==> src/rtl/tile_pkg.sv <==
// Tile-map types, screen geometry and probe/barrier indices shared by the
// barrier scanner and its address calculator.
package tile_pkg;

   typedef enum logic [1:0] {
      EMPTY = 2'b00,
      SOLID = 2'b01,
      SPIKE = 2'b10,
      CHECK = 2'b11
   } tile_t;

   typedef enum logic [1:0] {
      ST_IDLE,
      ST_SCAN,
      ST_WAIT,
      ST_PUBLISH
   } scan_state_t;

   localparam int TILE_SHIFT = 5;
   localparam int MAP_COLS   = 20;
   localparam int MAP_ROWS   = 15;
   localparam int SCREEN_W   = 640;
   localparam int SCREEN_H   = 480;

   localparam logic [3:0] PROBE_RIGHT_TOP = 4'd0;
   localparam logic [3:0] PROBE_RIGHT_BOT = 4'd1;
   localparam logic [3:0] PROBE_LEFT_TOP  = 4'd2;
   localparam logic [3:0] PROBE_LEFT_BOT  = 4'd3;
   localparam logic [3:0] PROBE_UP_LEFT   = 4'd4;
   localparam logic [3:0] PROBE_UP_RIGHT  = 4'd5;
   localparam logic [3:0] PROBE_DN_LEFT   = 4'd6;
   localparam logic [3:0] PROBE_DN_RIGHT  = 4'd7;
   localparam logic [3:0] PROBE_CENTRE    = 4'd8;

   localparam int BARRIER_RIGHT = 0;
   localparam int BARRIER_LEFT  = 1;
   localparam int BARRIER_UP    = 2;
   localparam int BARRIER_DOWN  = 3;

endpackage

==> src/rtl/tile_addr_calc.sv <==
// Maps a signed pixel coordinate to its tile column/row and ROM address,
// flagging points that fall outside the visible screen.
module tile_addr_calc
   import tile_pkg::*;
(
   input  logic signed [11:0] px_i,
   input  logic signed [11:0] py_i,
   output logic        [8:0]  tile_addr_o,
   output logic        [4:0]  col_o,
   output logic        [4:0]  row_o,
   output logic               oob_o
);

   logic [8:0] row_ext;

   always_comb begin
      col_o   = px_i[TILE_SHIFT +: 5];
      row_o   = py_i[TILE_SHIFT +: 5];
      row_ext = {4'b0000, row_o};
      // row*20 built from shifts; only meaningful when the point is on screen
      tile_addr_o = (row_ext << 4) + (row_ext << 2) + {4'b0000, col_o};
      oob_o = (int'(px_i) < 0) || (int'(px_i) > SCREEN_W - 1) ||
              (int'(py_i) < 0) || (int'(py_i) > SCREEN_H - 1);
   end

endmodule

==> src/rtl/barrier_scanner.sv <==
// Once per frame, probes the tile map around the man's hitbox and publishes
// free-to-move flags, hazard flags and the last checkpoint origin.
module barrier_scanner
   import tile_pkg::*;
#(
   parameter int MAN_W   = 18,
   parameter int MAN_H   = 32,
   parameter int STEP_X  = 2,
   parameter int STEP_UP = 5,
   parameter int STEP_DN = 3
) (
   input  logic        Clk,
   input  logic        Reset_n,
   input  logic        frame_clk,
   input  logic        clear,
   input  logic [9:0]  man_x,
   input  logic [9:0]  man_y,
   output logic        tile_rd,
   output logic [8:0]  tile_addr,
   input  logic [1:0]  tile_data,
   output logic [3:0]  barrier,
   output logic        dead,
   output logic        check,
   output logic [9:0]  mapx,
   output logic [9:0]  mapy,
   output logic        scan_done,
   output scan_state_t state_dbg
);

   localparam logic signed [11:0] OFF_R  = 12'(MAN_W - 1);
   localparam logic signed [11:0] OFF_B  = 12'(MAN_H - 1);
   localparam logic signed [11:0] OFF_CX = 12'(MAN_W / 2);
   localparam logic signed [11:0] OFF_CY = 12'(MAN_H / 2);
   localparam logic signed [11:0] SX     = 12'(STEP_X);
   localparam logic signed [11:0] SU     = 12'(STEP_UP);
   localparam logic signed [11:0] SD     = 12'(STEP_DN);

   scan_state_t state_q, state_d;

   logic               fc_meta_q, fc_q, fc_prev_q, edge_q;
   logic signed [10:0] x_q, y_q;
   logic [3:0]         probe_q;
   logic [7:0]         solid_q;
   logic               pend_q;
   logic [2:0]         pend_idx_q;
   logic [4:0]         cen_col_q, cen_row_q;
   logic [3:0]         barrier_q;
   logic               dead_q, check_q;
   logic [9:0]         mapx_q, mapy_q;

   logic signed [11:0] x_s, y_s, r_s, b_s, px, py;
   logic [8:0]         calc_addr;
   logic [4:0]         calc_col, calc_row;
   logic               calc_oob;
   tile_t              cen_tile;

   always_comb begin
      x_s = {x_q[10], x_q};
      y_s = {y_q[10], y_q};
      r_s = x_s + OFF_R;
      b_s = y_s + OFF_B;
      px  = x_s + OFF_CX;
      py  = y_s + OFF_CY;
      case (probe_q)
         PROBE_RIGHT_TOP: begin px = r_s + SX; py = y_s;      end
         PROBE_RIGHT_BOT: begin px = r_s + SX; py = b_s;      end
         PROBE_LEFT_TOP:  begin px = x_s - SX; py = y_s;      end
         PROBE_LEFT_BOT:  begin px = x_s - SX; py = b_s;      end
         PROBE_UP_LEFT:   begin px = x_s;      py = y_s - SU; end
         PROBE_UP_RIGHT:  begin px = r_s;      py = y_s - SU; end
         PROBE_DN_LEFT:   begin px = x_s;      py = b_s + SD; end
         PROBE_DN_RIGHT:  begin px = r_s;      py = b_s + SD; end
         default: ;
      endcase
   end

   tile_addr_calc u_addr (
      .px_i        (px),
      .py_i        (py),
      .tile_addr_o (calc_addr),
      .col_o       (calc_col),
      .row_o       (calc_row),
      .oob_o       (calc_oob)
   );

   // An off-screen centre never reaches the ROM and reads as solid ground.
   assign cen_tile = pend_q ? tile_t'(tile_data) : SOLID;

   always_ff @(posedge Clk or negedge Reset_n) begin
      if (!Reset_n) state_q <= ST_IDLE;
      else          state_q <= state_d;
   end

   always_comb begin
      state_d = state_q;
      if (clear) begin
         state_d = ST_IDLE;
      end else begin
         case (state_q)
            ST_IDLE:    if (edge_q) state_d = ST_SCAN;
            ST_SCAN:    if (probe_q == PROBE_CENTRE) state_d = ST_WAIT;
            ST_WAIT:    state_d = ST_PUBLISH;
            ST_PUBLISH: state_d = ST_IDLE;
            default:    state_d = ST_IDLE;
         endcase
      end
   end

   always_comb begin
      tile_rd   = (state_q == ST_SCAN) && !calc_oob;
      tile_addr = (state_q == ST_SCAN) ? calc_addr : 9'd0;
      scan_done = (state_q == ST_PUBLISH);
      state_dbg = state_q;
   end

   always_ff @(posedge Clk or negedge Reset_n) begin
      if (!Reset_n) begin
         fc_meta_q  <= 1'b0;
         fc_q       <= 1'b0;
         fc_prev_q  <= 1'b0;
         edge_q     <= 1'b0;
         x_q        <= '0;
         y_q        <= '0;
         probe_q    <= '0;
         solid_q    <= '0;
         pend_q     <= 1'b0;
         pend_idx_q <= '0;
         cen_col_q  <= '0;
         cen_row_q  <= '0;
         barrier_q  <= '0;
         dead_q     <= 1'b0;
         check_q    <= 1'b0;
         mapx_q     <= '0;
         mapy_q     <= '0;
      end else begin
         fc_meta_q <= frame_clk;
         fc_q      <= fc_meta_q;
         fc_prev_q <= fc_q;
         edge_q    <= fc_q & ~fc_prev_q;
         if (clear) begin
            barrier_q <= '0;
            dead_q    <= 1'b0;
            check_q   <= 1'b0;
            pend_q    <= 1'b0;
            probe_q   <= '0;
         end else begin
            case (state_q)
               ST_IDLE: if (edge_q) begin
                  x_q     <= {1'b0, man_x};
                  y_q     <= {1'b0, man_y};
                  probe_q <= '0;
                  solid_q <= '0;
                  pend_q  <= 1'b0;
               end
               ST_SCAN: begin
                  // ROM data for the previous slot lands while the next one issues
                  if (pend_q) solid_q[pend_idx_q] <= (tile_data == SOLID);
                  if (calc_oob && probe_q != PROBE_CENTRE) solid_q[probe_q[2:0]] <= 1'b1;
                  pend_q     <= !calc_oob;
                  pend_idx_q <= probe_q[2:0];
                  if (probe_q == PROBE_CENTRE) begin
                     cen_col_q <= calc_col;
                     cen_row_q <= calc_row;
                  end
                  probe_q <= probe_q + 4'd1;
               end
               ST_WAIT: begin
                  barrier_q[BARRIER_RIGHT] <= ~(solid_q[PROBE_RIGHT_TOP[2:0]] | solid_q[PROBE_RIGHT_BOT[2:0]]);
                  barrier_q[BARRIER_LEFT]  <= ~(solid_q[PROBE_LEFT_TOP[2:0]]  | solid_q[PROBE_LEFT_BOT[2:0]]);
                  barrier_q[BARRIER_UP]    <= ~(solid_q[PROBE_UP_LEFT[2:0]]   | solid_q[PROBE_UP_RIGHT[2:0]]);
                  barrier_q[BARRIER_DOWN]  <= ~(solid_q[PROBE_DN_LEFT[2:0]]   | solid_q[PROBE_DN_RIGHT[2:0]]);
                  dead_q  <= (cen_tile == SPIKE);
                  check_q <= (cen_tile == CHECK);
                  if (cen_tile == CHECK) begin
                     mapx_q <= {cen_col_q, 5'b00000};
                     mapy_q <= {cen_row_q, 5'b00000};
                  end
               end
               default: ;
            endcase
         end
      end
   end

   assign barrier = barrier_q;
   assign dead    = dead_q;
   assign check   = check_q;
   assign mapx    = mapx_q;
   assign mapy    = mapy_q;

endmodule

==> config.mk <==
export PLATFORM = sky130hd
export DESIGN_NAME = barrier_scanner
export DESIGN_NICKNAME = d
export VERILOG_FILES = /design/src/rtl/tile_pkg.sv /design/src/rtl/tile_addr_calc.sv /design/src/rtl/barrier_scanner.sv
export SDC_FILE = /design/constraint.sdc
export NUM_CORES = 1
export LEC_CHECK = 0
export ABC_AREA = 1
export BUFFER_PORTS_ARGS = -buffer_cell sky130_fd_sc_hd__buf_2
export CAP_MARGIN = 25
export CORE_UTILIZATION = 50
export DETAILED_ROUTE_END_ITERATION = 8
export PLACE_DENSITY = 0.7
export SYNTH_ARGS = -nofsm -noshare
export SYNTH_HDL_FRONTEND = slang
export SYNTH_SLANG_ARGS = --single-unit
==> constraint.sdc <==
create_clock -name Clk -period 6.7 [get_ports Clk]
set_clock_uncertainty 0.2 [all_clocks]
set_input_delay 1.34 -clock Clk [delete_from_list [all_inputs] [get_ports Clk]]
set_output_delay 1.34 -clock Clk [all_outputs]
set_load 0.005 [all_outputs]
# Word-level counts from Yosys, hierarchy flattened
# Cells that the tools add are included.
[totals]
ff_bits = 68
inputBits = 26
output_inout_bits = 39
elab_cells = 126
[classes]
addsub = 11
n_lt_le_gt_ge = 8
eq_ne = 18
n_mux = 31
n_bitwise = 12
n_reduce_logical = 28
[ops]
columns = ["cell", "n"]
rows = [
  ["case mux 12 bit (4 select lines)", 2],
  ["2-to-1 mux 8 bit", 5],
  ["adder 10 x 5 -> 11 bit, second input constant", 3],
  ["adder 11 x 2 -> 12 bit, second input constant", 2],
  ["< comparator 12 x 1 -> 1 bit, second input constant", 2],
  ["equality test 4 x 3 -> 1 bit, second input constant", 4],
  ["2-to-1 mux 4 bit", 4],
  ["case mux 8 bit (2 select lines)", 1],
  ["OR reduction 2 bit", 8],
  ["> comparator 12 x 10 -> 1 bit, second input constant", 1],
  ["> comparator 12 x 11 -> 1 bit, second input constant", 1],
  ["AND reduction 3 bit", 4],
  ["adder 10 x 4 -> 11 bit, second input constant", 1],
  ["subtractor 10 x 2 -> 11 bit, second input constant", 1],
  ["subtractor 10 x 3 -> 11 bit, second input constant", 1],
  ["adder 9 x 5 -> 9 bit", 1],
  ["adder 9 x 7 -> 9 bit", 1],
  ["2-to-1 mux 9 bit", 1],
  ["bitwise mux 8 bit", 1],
  ["equality test 2 bit, second input constant", 4],
  ["equality test 4 x 2 -> 1 bit, second input constant", 2],
  ["< comparator 3 x 4 -> 1 bit, second input constant", 2],
  ["2-to-1 mux 1 bit", 8],
  ["2-to-1 mux 2 bit", 4],
  ["other kinds (24)", 44],
]

# Logic depth before layout (Yosys ltp)
# Gate-level depths: netlist of the first run.
[logic_depth]
ltp_word = 11
ltp_mapped = 24
depth_no_buf = 24

# By module
# Synthesis of the first run repeated with hierarchy kept, for this count alone.
[unflattened]
hier_cells = 737
hier_area_um2 = 5408.9
[modules_own_cells]
columns = ["mod", "instances", "cells_per_inst", "area_each_um2", "seq_area_each_um2"]
rows = [
  ["barrier_scanner", 1, 678, 4988.5, 1701.6],
  ["tile_addr_calc", 1, 59, 420.4, 0.0],
]

# Worst setup path after synthesis of the first run
# OpenSTA, ideal clock, no wires.
[synth_timing]
path_type = "flip-flop to output port"
start = "register probe_q[0]"
end = "output tile_addr[8]"
arrival_time_ns = 3.239
t_required_ns = 5.160
setup_slack_ns = 1.921
stages_incl_launch_ff = 22
path_cell_list = "dfrtp_1 > inv_1 > ha_1 > inv_1 > a21oi_2 > inv_2 > nand3_2 > o21ai_1 > nor3_1 > nand2_1 > nand2_1 > inv_1 > fa_1 > ha_1 > a21oi_1 > nor2_1 > nor2_1 > nor2_1 > nor2_1 > o21bai_1 > o21ai_0 > a21oi_1"
[synth_between]
elab_chain_cells = 6
elab_cells_between_ends = 21
cone_classes = "add/sub (2); eq/ne (7); mux (3); reduce/logical (9)"
[synth_lines]
columns = ["element", "line_no", "rtl"]
rows = [
  ["from (decl)", "barrier_scanner.sv:42", "logic [3:0] probe_q;"],
  ["from (signal assigned)", "barrier_scanner.sv:165", "probe_q <= probe_q + 4'd1;"],
  ["equality test 4 x 3 -> 1 bit, or another cell as far along", "barrier_scanner.sv:64", "case (probe_q)"],
  ["OR reduction 2 bit (no line)", "n/a", ""],
  ["case mux 12 bit (4 select lines) (*)", "barrier_scanner.sv:64", ""],
  ["named net calc_row[2]", "barrier_scanner.sv:53", "logic [4:0] calc_col, calc_row;"],
  ["adder 9 x 7 -> 9 bit (*)", "tile_addr_calc.sv:21", "tile_addr_o = (row_ext << 4) + (row_ext << 2) + {4'b0000, col_o};"],
  ["adder 9 x 5 -> 9 bit (*)", "tile_addr_calc.sv:21", ""],
  ["2-to-1 mux 9 bit (*)", "barrier_scanner.sv:111", "tile_addr = (state_q == ST_SCAN) ? calc_addr : 9'd0;"],
  ["to (decl)", "barrier_scanner.sv:19", "output logic [8:0] tile_addr,"],
]
# Mark *: on every way through the listed nets, which the timed path passes. The rest lies on a longest branch.

# Final worst setup path of the first run
[layout_timing]
start = "register probe_q[0]"
end = "output tile_addr[7]"
# The elaborated chain is that of the path after synthesis.

==> results of run 1 <==
[area by class of cell]
class | count | area, um2
clock buffer | 11 | 141
clock inverter | 5 | 60.1
fill | 1048 | 4460
inverter | 89 | 334
multi-input combinational | 597 | 3220
sequential | 68 | 1700
tap | 136 | 170
timing repair buffer | 56 | 285
[cells in the mapped netlist, types with 3 or more instances]
library cell,instances
nand2_1,235
inv_1,75
nand3_1,71
dfrtp_1,68
nor2_1,58
o21ai_0,55
ha_1,27
a21oi_1,19
nor3_1,19
buf_4,14
nand2_2,14
inv_2,12
nand3_2,10
nor2_4,8
clkbuf_1,6
nand4_1,6
nor2_2,6
a21oi_2,5
o21ai_1,5
o22ai_1,5
xor2_1,5
nand2_4,4
o31ai_1,4
a21oi_4,3
o21ai_2,3
[cells by family after synthesis]
kind of cell,synth area share
fa+ha+maj,0.0704
flops,0.317
mux,0.00396
compound gates,0.126
buf+inv,0.0900
xor+xnor,0.00816
other cells,0.000699
simple gates,0.383
[cells in the final DEF (no fill, tap or decap), drive strengths merged, types with 2 or more instances in the layout]
cell type	Yosys	routed
dfrtp	68	68
a31oi	2	2
o21bai	2	2
clkinv	2	4
conb	1	10
clkbuf	6	11
buf	17	56
nand2	253	253
o31ai	4	4
a21oi	27	27
ha	27	27
xor2	5	5
o22ai	5	5
a211oi	2	2
fa	2	2
nand3	82	82
or2	2	2
o21a	2	2
nor2	72	72
nand4	9	9
nor3	21	21
inv	87	88
o21ai	63	63
[metrics by stage]
stage,instance area [um2],setup slack (ns)
floorplan,5400,1.92
global placement,5710,1.58
detailed placement,5710,1.44
CTS,5910,1.03
global route,5910,0.522
finish,5910,0.990
[power by group through the flow]
stage / registers (mW) / logic (mW) / clock network (mW)
after floorplan: 0.581 / 1.25 / 0
after global placement: 0.642 / 1.56 / 0
after detailed placement: 0.645 / 1.60 / 0
after CTS: 0.638 / 1.61 / 0.366
after global routing: 0.657 / 1.84 / 0.383
final: 0.640 / 1.63 / 0.359
[final timing paths]
kind | startpoint | cells past startpoint | endpoint
worst min-delay path | fc_meta_q$_DFF_PN0_ | 0 | fc_q$_DFF_PN0_
min in group asynchronous | Reset_n | 2 | mapy[5]$_DFFE_PN0P_
worst min register to register | fc_meta_q$_DFF_PN0_ | 0 | fc_q$_DFF_PN0_
worst max-delay path | probe_q[0]$_DFFE_PN0P_ | 16 | tile_addr[7]
max in group asynchronous | Reset_n | 2 | x_q[7]$_DFFE_PN0P_
worst max register to register | probe_q[0]$_DFFE_PN0P_ | 17 | solid_q[5]$_DFFE_PN0P_
[flip-flops by register name, summed over array words and instances, names as in the netlist]
name        count
fc_prev_q       1
pend_idx_q      3
solid_q         8
y_q            10
cen_col_q       5
mapy            5
dead            1
edge_q          1
x_q            10
check           1
probe_q         4
fc_meta_q       1
fc_q            1
state_dbg       2
pend_q          1
cen_row_q       5
barrier         4
mapx            5
[critical path: cells and delay by family, from the launching register on]
| kind | cells | cell delay, ns |
|---|---|---|
| adder cells (fa/ha/maj) | 3 | 1.30 |
| AND/OR/NAND/NOR | 5 | 0.95 |
| buffers and inverters | 4 | 0.48 |
| AO/OA/AOI/OAI | 4 | 0.59 |
| flip-flops | 1 | 0.49 |
[per-layer routing]
metal / global-route usage / vias up / wire (um)
li1: - / 2593 / -
met1: 0.349 / 2410 / 6460
met2: 0.440 / 130 / 6640
met3: 0.0421 / 21 / 526
met4: 0.0913 / 0 / 221
met5: 0 / - / 0
==> key figures, run 1 <==
Outcome
  – Outcome: complete, no violations

Yosys
  – Sequential fraction of the synthesis area: 0.317
  – Synth unique cells: 49
  – Synth top area cells: dfrtp_1 32%, nand2_1 16%, nand3_1 6.6%
  – #FFs+latches synth: 68
  – Ys Warns: 0
  – EDFF count, synth: 0
  – Average instance area after synthesis: between 6 and 7 um2
  – Post-synth ARST share: 1.00
  – Mapped Area: ~5400 um2
  – Cell taking the most area after synthesis: dfrtp_1
  – Cell count after synthesis: ~770
  – Post-synth top area share: 0.317
  – Synth Flop Type: dfrtp_1

Floorplanning
  – DIE AREA: around 11000 um2
  – DIE WIDTH: 106 um
  – Die Span Y: 106 um
  – I/O pin cnt: 65
  – Initial Utilization: 0.517
  – # rows: 37
  – Core Area: 10400 um2

Worst setup path
  – CP most frequent cell: inv_1
  – Critical Path RT: 5.16 ns
  – Max stage delay cell, worst path: fa_1
  – Crit path capture type: primary output
  – Slowest Stage Delay on Critical Path: 0.56 ns
  – Max Fanout on Critical Path: 9
  – CP Class: reg -> out
  – CP cell instances: inv_1 > ha_1 > o21ai_2 > nand2_2 > nor3_4 > nand3_1 > nand2_1 > inv_1 > fa_1 > inv_1 > fa_1 > nor3_1 > a211oi_1 > o21ai_0 > a21oi_1 > buf_2
  – Reg2Reg Setup Slack: roughly 3.7 ns
  – CP Data Arrival Time: between 4 and 5 ns
  – Crit path launch type: register

Layout
  – Layout net count: 876
  – Layout cells sized above 1: 0.177
  – ANT cells: 0
  – Non-Filler Instances: between 900 and 1000
  – Layout area overhead: 10.1%
  – Util after Layout: 0.570

Power and ir drop
  – Lkg Pwr: approximately 2.9 nW
  – Seq pwr share: 0.244
  – Maximum vdd ir drop: between 300 and 400 uV
  – Power per cell area: about 440 nW/um2
  – P_sw: ~1.4 mW
  – Int Pwr: approximately 1.2 mW
  – Clk network pwr share: 0.137
  – Comb power frac: 0.619
  – Final Power: about 2.6 mW
  – Net Sw Frac: 0.531

Clock tree
  – CTS tree: built
  – Hold-fix buffers at CTS: 0
  – CTS Buffer Depth: 2
  – Postcts setup bufs: 0
  – CTS resizes: 0
  – Number of buffers created by CTS: 9
  – Clock transition at path regs: around 0.070 ns
  – H-tree depth: 3
  – Clock root cell: clkbuf_8
  – Clk_lat worst skew: 0.36 ns
  – CTS Sinks: 68

Timing
  – Hold slack: 0.151 ns
  – Actual slew at the worst max-slew pin: approximately 0.9 ns
  – Tmin final: approximately 5.7 ns
  – Finish-stage setup viols: 0
  – Hold Vio Cnt, Final: 0
  – Tcrit/Tclk final: 0.852
  – Max Clock Freq: between 150 and 200 MHz
  – Setup_tns: 0 ns
  – Max_slew headroom: 0.415
  – RSZ-0062 raised after global routing: false
  – Slew Limit Fails: 0

Route
  – Vias/cell: roughly 5.4
  – WL final: between 10000 and 15000 um
  – Via count: approximately 5200
  – Drt wl/cell: ~14 um
  – Final ANT Viol Nets: 0
  – # DRC: 0
  – DRT iter0 DRCs: 309
  – DRT Pass-1 Iters: 5

Global routing
  – GR Util All Layers: 0.264
  – Total gr overflow: 0
  – First-pass GRT wire length: around 23000 um
  – Vias in the first global route: about 5000
  – Largest net degree at the start of global routing: a little under 70
  – Initial antenna violation count: 0

Placed design
  – DP Cell Count: approximately 950
  – Count of buffers from port buffering: 54
  – Dpl hpwl: 10700 um
  – GPL Wtd Cong: between 0.9 and 1

Flow run
  – Max-cap violations: 0

Min path
  – Worst min path class: reg -> reg
(Power assumes the default switching activity.)
==> run 2, diff against run 1 <==
--- a/constraint.sdc
+++ b/constraint.sdc
@@ -4,2 +4,2 @@
 set_output_delay 1.34 -clock Clk [all_outputs]
-set_load 0.005 [all_outputs]
+set_load 0.1 [all_outputs]
==> run 2 against run 1 <==
Fmax down 6.4%. Die area unchanged. Power up 22%. Hold slack better by 0.011 ns. Register-to-register slack worse by 0.05 ns. Flip-flop and latch count unchanged.
==> key figures, run 2 (synthesis results as in run 1) <==
Outcome
  – Outcome: complete, no violations

Timing
  – Finish-stage setup viols: 0 (unchanged)
  – Tcrit/Tclk final: 0.910 (+0.0578)
  – Max_slew headroom: 0.425 (+0.00984)
  – Setup ws final: 0.603 ns (-0.387 ns)
  – Actual slew at the worst max-slew pin: 0.863 ns (-0.0148 ns)
  – Hold Vio Cnt, Final: 0 (unchanged)
  – Slew Limit Fails: 0 (unchanged)
  – Max Clock Freq: 164 MHz (-6.4%)
  – RSZ-0062 raised after global routing: false
  – Hold slack: 0.162 ns (+0.0108 ns)
  – Setup_tns: 0 ns (unchanged)
  – Tmin final: 6.10 ns (+0.387 ns)

Placed design
  – Count of buffers from port buffering: 54 (unchanged)
  – Dpl hpwl: 10600 um (-0.40%)
  – DP Cell Count: 946 (unchanged)
  – Post-DP Area: 5710 um2 (unchanged)
  – GPL Wtd Cong: 0.896 (-1.1%)
  – Worst slack, placed: 1.05 ns (-0.383 ns)

Flow run
  – Max-cap violations: 0 (unchanged)

Floorplanning
  – Core Area: 10400 um2 (unchanged)
  – I/O pin cnt: 65 (unchanged)
  – Initial Utilization: 0.517 (unchanged)
  – Die Span Y: 106 um (unchanged)
  – # rows: 37 (unchanged)
  – DIE AREA: 11200 um2 (unchanged)
  – DIE WIDTH: 106 um (unchanged)

Power and ir drop
  – Lkg Pwr: 2.95 nW (+0.70%)
  – Final Power: 3.21 mW (+22%)
  – Power per cell area: 540 nW/um2 (+22%)
  – Maximum vdd ir drop: 513 uV (+60%)

Layout
  – Commonest non-fill, non-tap cells in the layout: 235 x nand2_1, 75 x inv_1, 71 x nand3_1
  – Layout cells sized above 1: 0.177 (unchanged)
  – Most common cell after layout, fill and taps aside: nand2_1
  – Layout area overhead: 10.9%
  – Final Instance Area: 5950 um2 (+0.66%)
  – Fillers: 1036 (-1.1%)
  – Util after Layout: 0.574 (+0.00374)
  – Largest regs: x_q (10), y_q (10), solid_q (8)
  – Non-Filler Instances: 962 (unchanged)
  – ANT cells: 0 (unchanged)
  – Layout net count: 876 (unchanged)

Global routing
  – GR Util All Layers: 0.262 (-0.00194)
  – Initial antenna violation count: 0 (unchanged)
  – First-pass GRT wire length: 23100 um (-1.3%)
  – Total gr overflow: 0 (unchanged)
  – Vias in the first global route: 4842 (-2.0%)
  – Largest net degree at the start of global routing: 69 (unchanged)

Clock tree
  – CTS resizes: 0 (unchanged)
  – CTS tree: built
  – Clock transition at path regs: 0.08 ns (about the same)
  – Clk_lat worst skew: 0.36 ns (about the same)
  – Number of buffers created by CTS: 9 (unchanged)
  – Clock root cell: clkbuf_8
  – CTS Sinks: 68 (unchanged)
  – H-tree depth: 3 (unchanged)
  – Postcts setup bufs: 0 (unchanged)
  – CTS Buffer Depth: 2 (unchanged)
  – Hold-fix buffers at CTS: 0 (unchanged)

Min path
  – Worst min path class: reg -> reg

Worst setup path
  – Max stage delay cell, worst path: fa_1
  – Crit path launch type: register
  – CP most frequent cell: nor2_1
  – Max Fanout on Critical Path: 9 (unchanged)
  – CP Data Arrival Time: 4.56 ns (+0.39 ns)
  – Slowest Stage Delay on Critical Path: 0.52 ns (-0.04 ns)
  – Buf+Inv Stages, Crit Path: 3 (-1)
  – CP Class: reg -> out
  – CP top delay family: simple AND/OR/NAND/NOR gates
  – Crit path capture type: primary output
  – Reg2Reg Setup Slack: 3.61 ns (-0.05 ns)
  – CP cell instances: inv_1 > ha_1 > o21ai_2 > nand2_2 > nor3_4 > nand3_1 > nand2_1 > inv_1 > fa_1 > ha_1 > a21oi_1 > nor2_1 > nor2_1 > nor2_1 > nor2_1 > o21bai_1 > o21ai_0 > a21oi_1 > buf_2
  – Critical Path RT: 5.16 ns (about the same)

Route
  – WL final: 13800 um (about the same)
  – Vias/cell: 5.38 (+0.45%)
  – # DRC: 0 (unchanged)
  – DRT iter0 DRCs: 291 (-5.8%)
  – DRT Pass-1 Iters: 6 (+1)
  – Via count: 5177 (+0.45%)
  – Final ANT Viol Nets: 0 (unchanged)
  – Drt wl/cell: 14.4 um (about the same)
run 2: routing by layer:
layer	part of all wire	wire (um)	up-vias	GRT usage
met5	0	0	-	0
met2	0.48	6660	142	0.432
met3	0.050	690	29	0.0322
li1	-	-	2586	-
met1	0.45	6220	2420	0.348
met4	0.020	272	0	0.112
run 2: layout make-up:
type	count	area [um2]	area share
Inverter	89	334	0.0562
Multi-Input combinational cell	597	3220	0.541
Timing Repair Buffer	56	285	0.0479
Clock inverter	6	113	0.0189
Sequential cell	68	1700	0.286
Tap cell	136	170	0.0286
Clock buffer	10	128	0.0215
run 2: report_power, final:
part,total (mW),switching [mW],leakage [nW],internal (mW)
combinational,2.15,1.60,1.94,0.550
clock,0.421,0.173,0.120,0.248
sequential,0.639,0.139,0.892,0.500
run 2: worst register-to-register path, cell delays in order (launching register included):
cell and delay, ns:
dfrtp_1 0.49, inv_1 0.19, ha_1 0.28, o21ai_2 0.31
nand2_2 0.14, inv_2 0.08, nand3_2 0.18, nand3_1 0.13
nor2_1 0.08, a21oi_4 0.21, nand3_2 0.10, nor2_2 0.11
nand2_2 0.08, nand4_4 0.13, nand3_1 0.13, nand2_1 0.09
nand2_1 0.05, nand2_1 0.08
run 2: path summary, 6_finish.rpt:
| check | from | endpoint | depth (start not counted) |
|---|---|---|---|
| hold / removal | fc_meta_q$_DFF_PN0_ | fc_q$_DFF_PN0_ | 0 |
| min in group asynchronous | Reset_n | mapy[5]$_DFFE_PN0P_ | 2 |
| setup / recovery | probe_q[0]$_DFFE_PN0P_ | tile_addr[8] | 19 |
| max in group asynchronous | Reset_n | y_q[0]$_DFFE_PN0P_ | 2 |
| hold reg to reg | fc_meta_q$_DFF_PN0_ | fc_q$_DFF_PN0_ | 0 |
| setup reg to reg | probe_q[0]$_DFFE_PN0P_ | solid_q[3]$_DFFE_PN0P_ | 17 |
==> run 3, diff against run 2 <==
Settings changed: CORE_UTILIZATION 50 to 44, PLACE_DENSITY 0.7 to default.
==> run 3 against run 2 <==
Non-clock buffer count did not move. Power rose by 2.0%. First-iteration DRC count is 23% higher. Via count shrank 0.56%. Hold slack lost 0.0090 ns. Routed wire length fell by 0.92%. Critical endpoint unchanged. Largest power group unchanged.
==> key figures, run 3 (synthesis results as in run 1) <==
Timing
  – Max_slew headroom: 0.411 (-0.0136)
  – Setup ws final: 0.711 ns (+0.108 ns)
  – Tcrit/Tclk final: 0.894 (-0.0162)
  – Finish-stage setup viols: 0 (unchanged)
  – Hold Vio Cnt, Final: 0 (unchanged)
  – Max Clock Freq: 167 MHz (+1.8%)
  – Tmin final: 5.99 ns (-0.108 ns)
  – Actual slew at the worst max-slew pin: 0.883 ns (+0.0204 ns)
  – RSZ-0062 raised after global routing: false
  – Setup_tns: 0 ns (unchanged)
  – Slew Limit Fails: 0 (unchanged)
  – Hold slack: 0.153 ns (-0.00897 ns)

Clock tree
  – CTS Buffer Depth: 2 (unchanged)
  – CTS resizes: 0 (unchanged)
  – CTS tree: built
  – Hold-fix buffers at CTS: 0 (unchanged)
  – Clock root cell: clkbuf_16
  – Clk_lat worst skew: 0.34 ns (-0.02 ns)
  – CTS Sinks: 68 (unchanged)
  – Number of buffers created by CTS: 9 (unchanged)
  – Postcts setup bufs: 0 (unchanged)
  – Clock transition at path regs: 0.05 ns (-0.03 ns)
  – H-tree depth: 3 (unchanged)

Global routing
  – Largest net degree at the start of global routing: 69 (unchanged)
  – First-pass GRT wire length: 23500 um (+1.5%)
  – Initial antenna violation count: 0 (unchanged)
  – Vias in the first global route: 4959 (+2.4%)
  – GR Util All Layers: 0.235 (-0.0275)
  – Total gr overflow: 0 (unchanged)

Layout
  – Commonest non-fill, non-tap cells in the layout: 235 x nand2_1, 75 x inv_1, 71 x nand3_1
  – Layout cells sized above 1: 0.178 (+0.00121)
  – Final Instance Area: 6020 um2 (+1.3%)
  – Largest regs: x_q (10), y_q (10), solid_q (8)
  – ANT cells: 0 (unchanged)
  – Non-Filler Instances: 969 (+0.73%)
  – Most common cell after layout, fill and taps aside: nand2_1
  – Layout net count: 876 (unchanged)
  – Layout area overhead: 12.3%
  – Util after Layout: 0.517 (-0.0571)

Power and ir drop
  – Net Sw Frac: 0.590 (-0.00604)
  – Seq pwr share: 0.195 (-0.004)
  – Power per cell area: 544 nW/um2 (+0.75%)
  – Int Pwr: 1.34 mW (+3.5%)
  – P_sw: 1.93 mW (+0.99%)
  – Final Power: 3.28 mW (+2.0%)
  – Comb power frac: 0.653 (-0.017)
  – Lkg Pwr: 2.98 nW (+0.91%)
  – Maximum vdd ir drop: 272 uV (-47%)
  – Clk network pwr share: 0.152 (+0.021)

Min path
  – Worst min path class: reg -> reg
  – Hold path startpoint: fc_meta_q$_DFF_PN0_

Placed design
  – GPL Wtd Cong: 0.895 (-0.12%)
  – Post-DP Area: 5720 um2 (+0.15%)
  – Dpl hpwl: 10700 um (+0.22%)
  – DP Cell Count: 953 (+0.74%)
  – Count of buffers from port buffering: 54 (unchanged)
  – Worst slack, placed: 1.11 ns (+0.0558 ns)

Worst setup path
  – Worst reg2reg startpoint: probe_q[1]$_DFFE_PN0P_
  – Slowest Stage Delay on Critical Path: 0.50 ns (-0.02 ns)
  – Crit path capture type: primary output
  – Crit path launch type: register
  – CP Data Arrival Time: 4.45 ns (-0.11 ns)
  – CP cell instances: inv_1 > ha_1 > o21ai_2 > nand2_2 > nor3_4 > nand3_1 > nand2_1 > inv_1 > fa_1 > ha_1 > a21oi_1 > nor2_1 > nor2_1 > nor2_1 > nor2_1 > o21bai_1 > o21ai_0 > a21oi_1 > buf_2
  – Max stage delay cell, worst path: fa_1
  – CP top delay family: simple AND/OR/NAND/NOR gates
  – Max Fanout on Critical Path: 9 (unchanged)
  – Critical Path RT: 5.16 ns (about the same)
  – CP most frequent cell: nor2_1
  – Critical path origin: probe_q[1]$_DFFE_PN0P_
  – Buf+Inv Stages, Crit Path: 3 (unchanged)
  – CP Class: reg -> out

Route
  – DRT Pass-1 Iters: 5 (-1)
  – Drt wl/cell: 14.2 um (-1.6%)
  – DRT iter0 DRCs: 359 (+23%)
  – Final ANT Viol Nets: 0 (unchanged)
  – # DRC: 0 (unchanged)
  – Vias/cell: 5.31 (-1.3%)
  – Via count: 5148 (-0.56%)
  – WL final: 13700 um (-0.92%)

Floorplanning
  – # rows: 39 (+5.4%)
  – Die Span Y: 112 um (+6.5%)
  – Core Area: 11700 um2 (+12%)
  – I/O pin cnt: 65 (unchanged)
  – Initial Utilization: 0.460 (-0.0574)
  – DIE AREA: 12600 um2 (+13%)
  – DIE WIDTH: 112 um (+6.5%)

Flow run
  – Max-cap violations: 0 (unchanged)

Outcome
  – Outcome: complete, no violations
==> run 3: area by class of cell <==
class	instances	area, um2
inverters	89	334
clock buffers	9	225
flip-flops and latches	68	1700
clock inverters	7	81.3
well taps	143	179
fillers	1147	5640
repair buffers	56	285
multi-input cells	597	3220
==> run 3: worst paths after layout <==
path	to	slack (ns)	cells after the start
hold reg to reg	fc_q$_DFF_PN0_	0.15	0
min in group asynchronous	y_q[9]$_DFFE_PN0P_	0.99	2
setup reg to reg	solid_q[1]$_DFFE_PN0P_	3.75	13
setup / recovery	tile_addr[8]	0.71	19
hold / removal	fc_q$_DFF_PN0_	0.15	0
max in group asynchronous	mapy[5]$_DFFE_PN0P_	4.73	2
==> run 3: power groups by stage <==
stage               logic, mW  registers (mW)  clock network, mW
CTS                      2.14           0.639              0.509
finish                   2.14           0.640              0.498
global route             2.35           0.657              0.528
global placement         2.11           0.642                  0
detailed placement       2.12           0.647                  0
floorplan                1.66           0.697                  0
==> run 3: routing by layer <==
layer  part of all wire  global-route usage
met2               0.46               0.378
met1               0.47               0.315
met3              0.044              0.0362
met5                  0                   0
met4              0.021               0.100
